## src/rtl/ram_arb_pkg.sv

```systemverilog
// Shared types and constants for the two-master SPRAM arbiter.
package ram_arb_pkg;

    localparam int NUM_MASTERS = 2;
    localparam int MASK_W      = 4;
    localparam int DATA_W      = 32;

    // Bus owner: nobody, master 0 (fetch) or master 1 (data).
    typedef enum logic [1:0] {
        IDLE = 2'd0,
        OWN0 = 2'd1,
        OWN1 = 2'd2
    } owner_t;

    // Map a winning master index onto its ownership state.
    function automatic owner_t owner_of(input logic master);
        return master ? OWN1 : OWN0;
    endfunction

endpackage

```

## src/rtl/ram_arb_pick.sv

```systemverilog
// Winner selection for the SPRAM arbiter.
// Define RAM_ARB_ROUND_ROBIN_EN to alternate on ties; otherwise m0 always wins a tie.
module ram_arb_pick
    import ram_arb_pkg::*;
(
    input  logic m0_sel,
    input  logic m1_sel,
    input  logic last_grant,
    output logic any_req,
    output logic winner
);

    logic tie_winner;

`ifdef RAM_ARB_ROUND_ROBIN_EN
    // The master that did not finish the previous transaction gets the tie.
    assign tie_winner = ~last_grant;
`else
    logic unused_last_grant;
    assign unused_last_grant = last_grant;
    assign tie_winner        = 1'b0;
`endif

    // Single requester wins outright; a tie defers to the policy.
    always_comb begin
        any_req = m0_sel | m1_sel;
        if (m0_sel && m1_sel) begin
            winner = tie_winner;
        end else begin
            winner = m1_sel;
        end
    end

endmodule

```

## src/rtl/ram_arbiter.sv

```systemverilog
// Two-master, one-slave arbiter sharing a single SPRAM between fetch (m0) and data (m1).
// Grant is registered per transaction; sel drops for a cycle between transactions so the
// RAM's toggling ready restarts from 0. Tie policy set by RAM_ARB_ROUND_ROBIN_EN.
module ram_arbiter
    import ram_arb_pkg::*;
#(
    parameter int ADDR_WIDTH = 32
) (
    input  logic                  clk,
    input  logic                  reset,

    input  logic [ADDR_WIDTH-1:0] m0_address_in,
    input  logic                  m0_sel_in,
    input  logic [MASK_W-1:0]     m0_write_mask_in,
    input  logic [DATA_W-1:0]     m0_write_value_in,
    output logic [DATA_W-1:0]     m0_read_value_out,
    output logic                  m0_ready_out,

    input  logic [ADDR_WIDTH-1:0] m1_address_in,
    input  logic                  m1_sel_in,
    input  logic [MASK_W-1:0]     m1_write_mask_in,
    input  logic [DATA_W-1:0]     m1_write_value_in,
    output logic [DATA_W-1:0]     m1_read_value_out,
    output logic                  m1_ready_out,

    output logic [ADDR_WIDTH-1:0] s_address_out,
    output logic                  s_sel_out,
    output logic [MASK_W-1:0]     s_write_mask_out,
    output logic [DATA_W-1:0]     s_write_value_out,
    input  logic [DATA_W-1:0]     s_read_value_in,
    input  logic                  s_ready_in
);

    owner_t state;
    logic   last_grant;
    logic   any_req;
    logic   winner;

    ram_arb_pick u_pick (
        .m0_sel     (m0_sel_in),
        .m1_sel     (m1_sel_in),
        .last_grant (last_grant),
        .any_req    (any_req),
        .winner     (winner)
    );

    // Ownership FSM: grab the bus from IDLE, release on ready or when the owner abandons.
    always_ff @(posedge clk) begin
        if (reset) begin
            state      <= IDLE;
            last_grant <= 1'b1;
        end else begin
            unique case (state)
                IDLE: begin
                    if (any_req) begin
                        state <= owner_of(winner);
                    end
                end
                OWN0: begin
                    if (m0_sel_in && s_ready_in) begin
                        state      <= IDLE;
                        last_grant <= 1'b0;
                    end else if (!m0_sel_in) begin
                        state <= IDLE;
                    end
                end
                OWN1: begin
                    if (m1_sel_in && s_ready_in) begin
                        state      <= IDLE;
                        last_grant <= 1'b1;
                    end else if (!m1_sel_in) begin
                        state <= IDLE;
                    end
                end
                default: state <= IDLE;
            endcase
        end
    end

    // Route the owner's request to the slave and the slave's response back to the owner.
    // Ready is qualified by the owner's sel so an abandoned request never completes.
    always_comb begin
        s_address_out     = '0;
        s_sel_out         = 1'b0;
        s_write_mask_out  = '0;
        s_write_value_out = '0;
        m0_ready_out      = 1'b0;
        m0_read_value_out = '0;
        m1_ready_out      = 1'b0;
        m1_read_value_out = '0;
        if (!reset) begin
            unique case (state)
                OWN0: begin
                    s_address_out     = m0_address_in;
                    s_sel_out         = m0_sel_in;
                    s_write_mask_out  = m0_write_mask_in;
                    s_write_value_out = m0_write_value_in;
                    m0_ready_out      = m0_sel_in & s_ready_in;
                    m0_read_value_out = (m0_sel_in && s_ready_in) ? s_read_value_in : '0;
                end
                OWN1: begin
                    s_address_out     = m1_address_in;
                    s_sel_out         = m1_sel_in;
                    s_write_mask_out  = m1_write_mask_in;
                    s_write_value_out = m1_write_value_in;
                    m1_ready_out      = m1_sel_in & s_ready_in;
                    m1_read_value_out = (m1_sel_in && s_ready_in) ? s_read_value_in : '0;
                end
                default: begin
                end
            endcase
        end
    end

endmodule

```

## config.mk

```make
export PLATFORM = sky130hd
export DESIGN_NAME = ram_arbiter
export DESIGN_NICKNAME = d
export VERILOG_FILES = /design/src/rtl/ram_arb_pkg.sv /design/src/rtl/ram_arb_pick.sv /design/src/rtl/ram_arbiter.sv
export SDC_FILE = /design/constraint.sdc
export NUM_CORES = 1
export LEC_CHECK = 0
export CAP_MARGIN = 30
export CELL_PAD_IN_SITES_DETAIL_PLACEMENT = 2
export CELL_PAD_IN_SITES_GLOBAL_PLACEMENT = 2
export CORE_UTILIZATION = 10
export DETAILED_ROUTE_END_ITERATION = 6
export GPL_TIMING_DRIVEN = 0
export PLACE_DENSITY = 0.95
export SKIP_CTS_REPAIR_TIMING = 1
export SLEW_MARGIN = 20
export SYNTH_ARGS = -nofsm -noshare
export SYNTH_HDL_FRONTEND = slang
export SYNTH_SLANG_ARGS = --single-unit
export TNS_END_PERCENT = 5
```

## constraint.sdc

```tcl
create_clock -name clk -period 2.52 [get_ports clk]
set_input_delay 0.756 -clock clk [delete_from_list [all_inputs] [get_ports clk]]
set_output_delay 0.756 -clock clk [all_outputs]
set_load 0.05 [all_outputs]
```

* Word level (Yosys, flattened, before mapping) *
Cells that the tools add are included.

cells by class
  mux-type cells = 26
  bitwise logic cells = 3
  reduce and logical (&&, ||, !) cells = 5
  eq/ne operators = 5

operators with widths
  operator            number
  $mux 32             8
  $pmux 32 s2         2
  $mux 2              6
  $pmux 4 s2          1
  $mux 1              6
  $ne 3x3->1 const B  2
  $pmux 2 s3          1
  $mux 4              1
  $logic_and 1x1->1   3
  $reduce_and 3->1    1
  $and 1x1->1         2
  $eq 2x1->1 const B  1
  $eq 2x2->1 const B  1
  $logic_not 2->1     1
  $ne 2x2->1 const B  1
  $pmux 1 s2          1
  $or 1x1->1          1

word-level totals
  logic and storage cells = 40
  input bits = 173
  output and inout port bits = 135
  flip-flop bits (word level) = 2

* Longest topological paths before layout *
  word-level depth = 5
  gate-level depth with buffers = 7
  mapped depth without buffers = 5

* Modules after synthesis *
Synthesis repeated with hierarchy kept, for this count alone.

second synthesis, totals
  cell total of the unflattened synthesis = 262
  area, all modules = 1601.5 sq um

modules (own cells, without submodules)
  module        area an instance (sq um)  times used  sequential area each (sq um)  cells an instance
  ram_arbiter   1589.0                    1           60.1                          260
  ram_arb_pick  12.5                      1           0.0                           2

* Worst setup path before layout *
Ideal clock, no wire load.

  path type = input to output
  from = input reset
  to = output s_address_out[21]
  arrival = 1.925 ns
  path slack = -0.161 ns
  stages on the path = 5
  required time = 1.764 ns
  path buffers = 3
  cells stage by stage = nand2b_1 > buf_2 > buf_6 > buf_6 > nor2_1

between the ends
  cells in the longest elaborated chain, start to end = 1

ends and longest elaborated chain
  item                RTL line           RTL
  start: declaration  ram_arbiter.sv:10  input logic reset,
  $mux 32             ram_arbiter.sv:91  if (!reset) begin
  end: declaration    ram_arbiter.sv:26  output logic [ADDR_WIDTH-1:0] s_address_out,

No other way between the ends.

* Worst setup path after layout *
Ends and elaborated chain as after synthesis.

==> metrics.md <==
| Metric | Value |
|---|---|
| Worst setup slack after placement | `-1.17 ns` |
| Endpoint of the most critical setup path | `s_address_out[21]` |
| Via count of the routed design | `3272` |
| Max cap viols | `0` |
| # nets final | `748` |
| Insertion delay to the later sink of the worst-skew pair | `0.22 ns` |
| Number of buffers and inverters on the critical path | `5` |
| Crit path capture type | `output pin` |
| Distinct cell type count of the synthesized netlist | `20` |
| Final instance count without filler cells | `757` |
| Hold violation total from the final report | `0` |
| Failing checks | `negative setup slack` |
| R2R Setup Slk | `0.99 ns` |
| Post-Syn Instances | `254` |
| Worst VDD drop | `175 uV` |
| Series of cell instances along the critical path | `buf_2 -> nand2b_4 -> buf_6 -> buf_8 -> buf_12 -> nor2_2 -> buf_6` |
| Tightest Hold Check Type | `reg -> reg` |
| Register name with the most flops | `state` |
| Number of antenna repair diodes | `0` |
| Syn Nets | `431` |
| CP top delay family | `buffers and inverters` |
| Mean routed wirelength per cell | `19.3 um` |
| Part of the Yosys area used for sequential elements | `2.59%` |
| Initial core utilization | `10.2%` |
| Post-DRT Antenna Nets | `0` |
| Wire length of the first global-routing pass | `19900 um` |
| Die outline height | `126 um` |
| R2r worst-path depth | `6` |
| Std-Cell Core Area | `15100 um2` |
| Part of the cycle the worst path needs | `103%` |
| Most repeated library cell on the critical path | `sky130_fd_sc_hd__buf_6` |
| Top-Level Pins | `308` |
| Vias in the first global route | `3578` |
| First-iteration detailed-routing DRC count | `54` |
| Total overflow reported by the global router | `0` |
| Final setup violation count | `25` |
| Maximum number of pins on one net before global-route repair | `11` |
| Normalized max-slew margin | `75.9%` |
| Worst clock skew | `0.00302 ns` |
| Achievable frequency | `0.385 GHz` |
| Critical path's largest stage delay | `0.18 ns` |
| Global Route Usage Sum | `15.9%` |
| Yosys synthesis warning count | `0` |
| Standard cell with the maximum stage delay on the critical path | `sky130_fd_sc_hd__buf_6` |
| Final design area excluding fillers | `5320 um2` |
| Number of instances in the placed design | `749` |
| Flip-flop count of the largest register after layout | `2` |
| Leakage power summed over all cells | `2.19 nW` |
| Biggest regs | `state x2` |
| Beginning of the worst register-to-register path | `state[1]` |
| Relative area change from synthesis to final layout | `244%` |
| Post-Place Cell Area | `4850 um2` |
| Deepest clock path buffer count | `2` |
| Total of buffers placed on input and output ports | `307` |
| Initial antenna violation count | `0` |
| Filler Cell Count | `1691` |
| Critical setup path kind | `in -> out` |
| Startpoint of the worst setup timing path | `reset` |
| Library cell used as clock root buffer | `sky130_fd_sc_hd__clkbuf_16` |
| Crit path arrival time | `1.84 ns` |
| Share of the core filled with cells in the final layout | `35.1%` |
| Total wire length after detailed routing | `14600 um` |
| # clock sinks | `2` |
| Startpoint Class | `input pin` |
| Slack of the critical path | `-0.0766 ns` |
| Critical R2R Capture | `state[1]` |
| Area of the multi-input gates | `1570 um2` |
| Req. time, crit path | `1.76 ns` |
| Remaining design rule violation count | `0` |
| Result of the run | `finished with violations` |
| Horiz. Die Dim | `126 um` |
| Final Critical Period | `2.60 ns` |
| Unrepaired setup endpoints after global routing | `true` |
| FF/Latch Area | `42.5 um2` |
| Total negative slack | `-0.367 ns` |
| Summed instance area of the synthesized netlist | `1540 um2` |
| Post-DP HPWL | `11500 um` |
| Number of H-tree levels | `1` |
| Number of buffers created by CTS | `3` |
| Count of pins over their slew limit | `0` |
| Die Outline Area | `15900 um2` |
| Fraction of final layout cells with drive strength greater than 1 | `42.9%` |
| Synthesized area per cell | `6.08 um2` |
| Drt via density | `4.32` |
| Max Fanout on Critical Path | `10` |
| Clk slew on worst S/H paths | `0.03 ns` |
| Cell area power density | `216 nW/um2` |
| Pre-antenna DRT Iters | `4` |
| Synthesis-stage register bit count | `2` |
| TritonCTS clock tree | `yes` |
| Crit. path cell count | `7` |
| Final GP Congestion | `0.764` |
| Least-Margin Pin Slew | `0.361 ns` |
| Standard-cell row count | `45` |
## kinds of logic after synthesis
kind of cell             after synthesis  share of synthesized area [%]
adder cells (fa/ha/maj)                4                           3.24
buffers and inverters                 34                           12.0
AO/OA/AOI/OAI                         77                           37.0
flip-flops                             2                           2.59
AND/OR/NAND/NOR                      137                           45.2
## tightest hold or removal path, stage by stage (launching register included)
cell	delay, ns
sky130_fd_sc_hd__dfxtp_2	0.32
sky130_fd_sc_hd__inv_2	0.09
sky130_fd_sc_hd__a211oi_1	0.08
## final cells by class
type                            instances  area share (%)
Timing Repair Buffer                  311            58.4
Inverter                                4           0.282
Buffer                                 30            5.15
Tap cell                              188            4.42
Multi-Input combinational cell        219            29.5
Sequential cell                         2           0.800
Clock buffer                            3            1.41
## placed cells by master (no fill, tap or decap), types with 2 or more instances in the layout
cell and count:
sky130_fd_sc_hd__clkdlybuf4s50_1 168, sky130_fd_sc_hd__buf_6 86, sky130_fd_sc_hd__a22oi_1 57, sky130_fd_sc_hd__nor2_1 56, sky130_fd_sc_hd__and2_4 34, sky130_fd_sc_hd__buf_4 31
sky130_fd_sc_hd__and2_1 30, sky130_fd_sc_hd__clkbuf_4 21, sky130_fd_sc_hd__buf_8 15, sky130_fd_sc_hd__a22oi_2 12, sky130_fd_sc_hd__clkbuf_2 12, sky130_fd_sc_hd__nor2_4 8
sky130_fd_sc_hd__buf_2 7, sky130_fd_sc_hd__nor2_2 5, sky130_fd_sc_hd__ha_1 3, sky130_fd_sc_hd__clkbuf_16 3, sky130_fd_sc_hd__inv_2 2, sky130_fd_sc_hd__and4b_2 2
sky130_fd_sc_hd__inv_1 2, sky130_fd_sc_hd__a2bb2oi_1 2, sky130_fd_sc_hd__a21oi_1 2, sky130_fd_sc_hd__o21ai_0 2, sky130_fd_sc_hd__dfxtp_2 2
## synthesized netlist by cell type
cell type	number	area, um2
sky130_fd_sc_hd__and3b_1	1	8.76
sky130_fd_sc_hd__dfxtp_1	2	40.0
sky130_fd_sc_hd__buf_2	8	40.0
sky130_fd_sc_hd__a2bb2oi_1	2	17.5
sky130_fd_sc_hd__inv_1	4	15.0
sky130_fd_sc_hd__and4b_4	1	13.8
sky130_fd_sc_hd__nand2b_1	1	6.26
sky130_fd_sc_hd__clkbuf_1	10	37.5
sky130_fd_sc_hd__and2_1	64	400
sky130_fd_sc_hd__o21ai_0	2	10.0
sky130_fd_sc_hd__a211oi_1	1	7.51
sky130_fd_sc_hd__clkbuf_2	2	10.0
sky130_fd_sc_hd__buf_4	8	60.1
sky130_fd_sc_hd__nor2_1	69	259
sky130_fd_sc_hd__o31ai_1	1	7.51
sky130_fd_sc_hd__a22oi_1	69	518
sky130_fd_sc_hd__buf_6	2	22.5
sky130_fd_sc_hd__ha_1	4	50.1
sky130_fd_sc_hd__and4b_1	1	10.0
sky130_fd_sc_hd__a21oi_1	2	10.0
## layer usage
metal / global-route usage, % / wire length [um] / share of wire [%]
met1: 16.4 / 5270 / 36
met2: 32.0 / 8190 / 56
met3: 4.67 / 1010 / 6.9
met4: 1.84 / 120 / 0.82
met5: 0 / 0 / 0
## stage by stage
stage                     hold slack [ns]  total power [W]
after floorplan                     0.493         0.000389
after global placement              0.539         0.000796
after detailed placement            0.578         0.000825
after CTS                           0.581          0.00107
after global routing                0.568          0.00121
final                               0.543          0.00115
## worst min path at each step
stage	slack (ns)	cells past startpoint	start	end
6_report	0.54	2	state[1]	state[1]
5_1_grt	0.57	2	state[1]	state[1]
4_1_cts	0.58	2	state[1]	state[1]
3_5_place_dp	0.58	2	state[1]	state[1]
3_3_place_gp	0.54	2	state[1]	state[1]
2_1_floorplan	0.49	2	state[1]	state[1]
## report_power, final
part,internal (W),switching (W)
registers,0.0000357,0.00000293
clock network,0.000202,0.0000339
logic,0.000439,0.000436
total,0.000676,0.000473
No activity file was read; power rests on OpenSTA's default activity.
==> RTL edit, RTL diff (same flow settings) <==
Encoding of `owner_t`: now one-hot (3 bits for 3 values).
--- a/src/rtl/ram_arb_pkg.sv
+++ b/src/rtl/ram_arb_pkg.sv
@@ -8,6 +8,6 @@
     // Bus owner: nobody, master 0 (fetch) or master 1 (data).
-    typedef enum logic [1:0] {
-        IDLE = 2'd0,
-        OWN0 = 2'd1,
-        OWN1 = 2'd2
+    typedef enum logic [2:0] {
+        IDLE = 3'b001,
+        OWN0 = 3'b010,
+        OWN1 = 3'b100
     } owner_t;
Behaviour: no difference found for any inputs over 10 cycles, from zero or initial values and one cycle with reset high; not proved beyond that.
==> RTL edit against the unedited design <==
First-iteration DRC count up 76%. Design area down 1.2%. Synthesized area down 2.9%. Sequential power up 79%. Worst setup slack better by 0.079 ns. Routed wire length down 5.0%. Critical path depth down 1. Sequential cell count up 1. Clock power up 8%. Power down 18%. Critical path type unchanged. Largest cell class unchanged. Largest power group unchanged. Highest routed layer unchanged.
==> RTL edit: results (changes against the unedited design) <==
stage,metric,value,unit,change
outcome,status,finished clean,,
synth,synth_common_cells,"nor2_1, a22oi_1, and2_1, clkbuf_1",,
global_route,use_met1,16.3,%,-0.070 points
timing,skew,0.000327,ns,-0.00270 ns
layout,reg_top3,state: 3 flops,,
synth,synth_cell_type_count,22,,+10%
setup_path,critPathMaxStageDelay,0.21,ns,+0.03 ns
placement,place_inst,742,,-0.93%
setup_path,worstPathMaxFanout,6,,-4
global_route,grt_pass1_vias,3651,,+2.0%
synth,syn_nets,425,,-1.4%
route,initialDrtViolationCount,95,,+76%
global_route,met2_usage,31.7,%,-0.29 points
placement,dpl.hpwl,11.0,mm,-4.1%
route,vias,3293,,+0.64%
setup_path,cp_top_family,simple AND/OR/NAND/NOR gates,,
global_route,grt_pass1_wl,19.6,mm,-1.7%
power,leakage,2.25,nW,+2.7%
power,pg_clk,254,uW,+8%
layout,final_nets,751,,+0.40%
power,intPower,608,uW,-10%
layout,drive_above_1_share,45.1,%,+2.2 points
power,pwr-share-seq,7.4,%,+4.0 points
synth,postSynthCellCount,252,,-0.79%
placement,place_ws,-1.39,ns,-0.229 ns
global_route,gr-usage-all-layers,15.7,%,-0.16 points
route,drt_wl_total,13.9,mm,-5.0%
power,ir_drop,0.000146,V,-17%
route,drt-met1-wl,5.06,mm,-4.0%
placement,gp_congestion,0.784,,+2.7%
timing,worstMarginPinSlew,0.479,ns,+0.118 ns
power,p_clk_share,27.0,%,+6.5 points
setup_path,arrival,1.76,ns,-0.08 ns
placement,io_buffers,306,,-0.33%
RTL edit: cells by family (layout without fill, tap and decap cells):
logic type / Yosys count / in the layout / share of synthesized area, %
DFF: 3 / 3 / 4.01
buffers and inverters: 29 / 352 / 7.51
AOI/OAI and AO/OA: 74 / 74 / 37.3
and+or+nand+nor: 146 / 148 / 51.2
RTL edit: worst paths after layout:
kind	start	end	slack, ns	depth (start not counted)
worst min-delay path	state[1]$_SDFFE_PP0P_	state[1]$_SDFFE_PP0P_	0.61	2
worst max-delay path	s_ready_in	m1_read_value_out[8]	0.002	6
worst max register to register	state[1]$_SDFFE_PP0P_	state[1]$_SDFFE_PP0P_	0.93	4
worst min register to register	state[1]$_SDFFE_PP0P_	state[1]$_SDFFE_PP0P_	0.61	2
RTL edit: area by class of cell:
cell class | instances | area, um^2
repair buffers | 320 | 3120
clock buffers | 4 | 78.8
flip-flops and latches | 3 | 68.8
plain buffers | 27 | 236
fillers | 1636 | 9340
inverters | 1 | 3.75
multi-input cells | 222 | 1510
well taps | 184 | 230
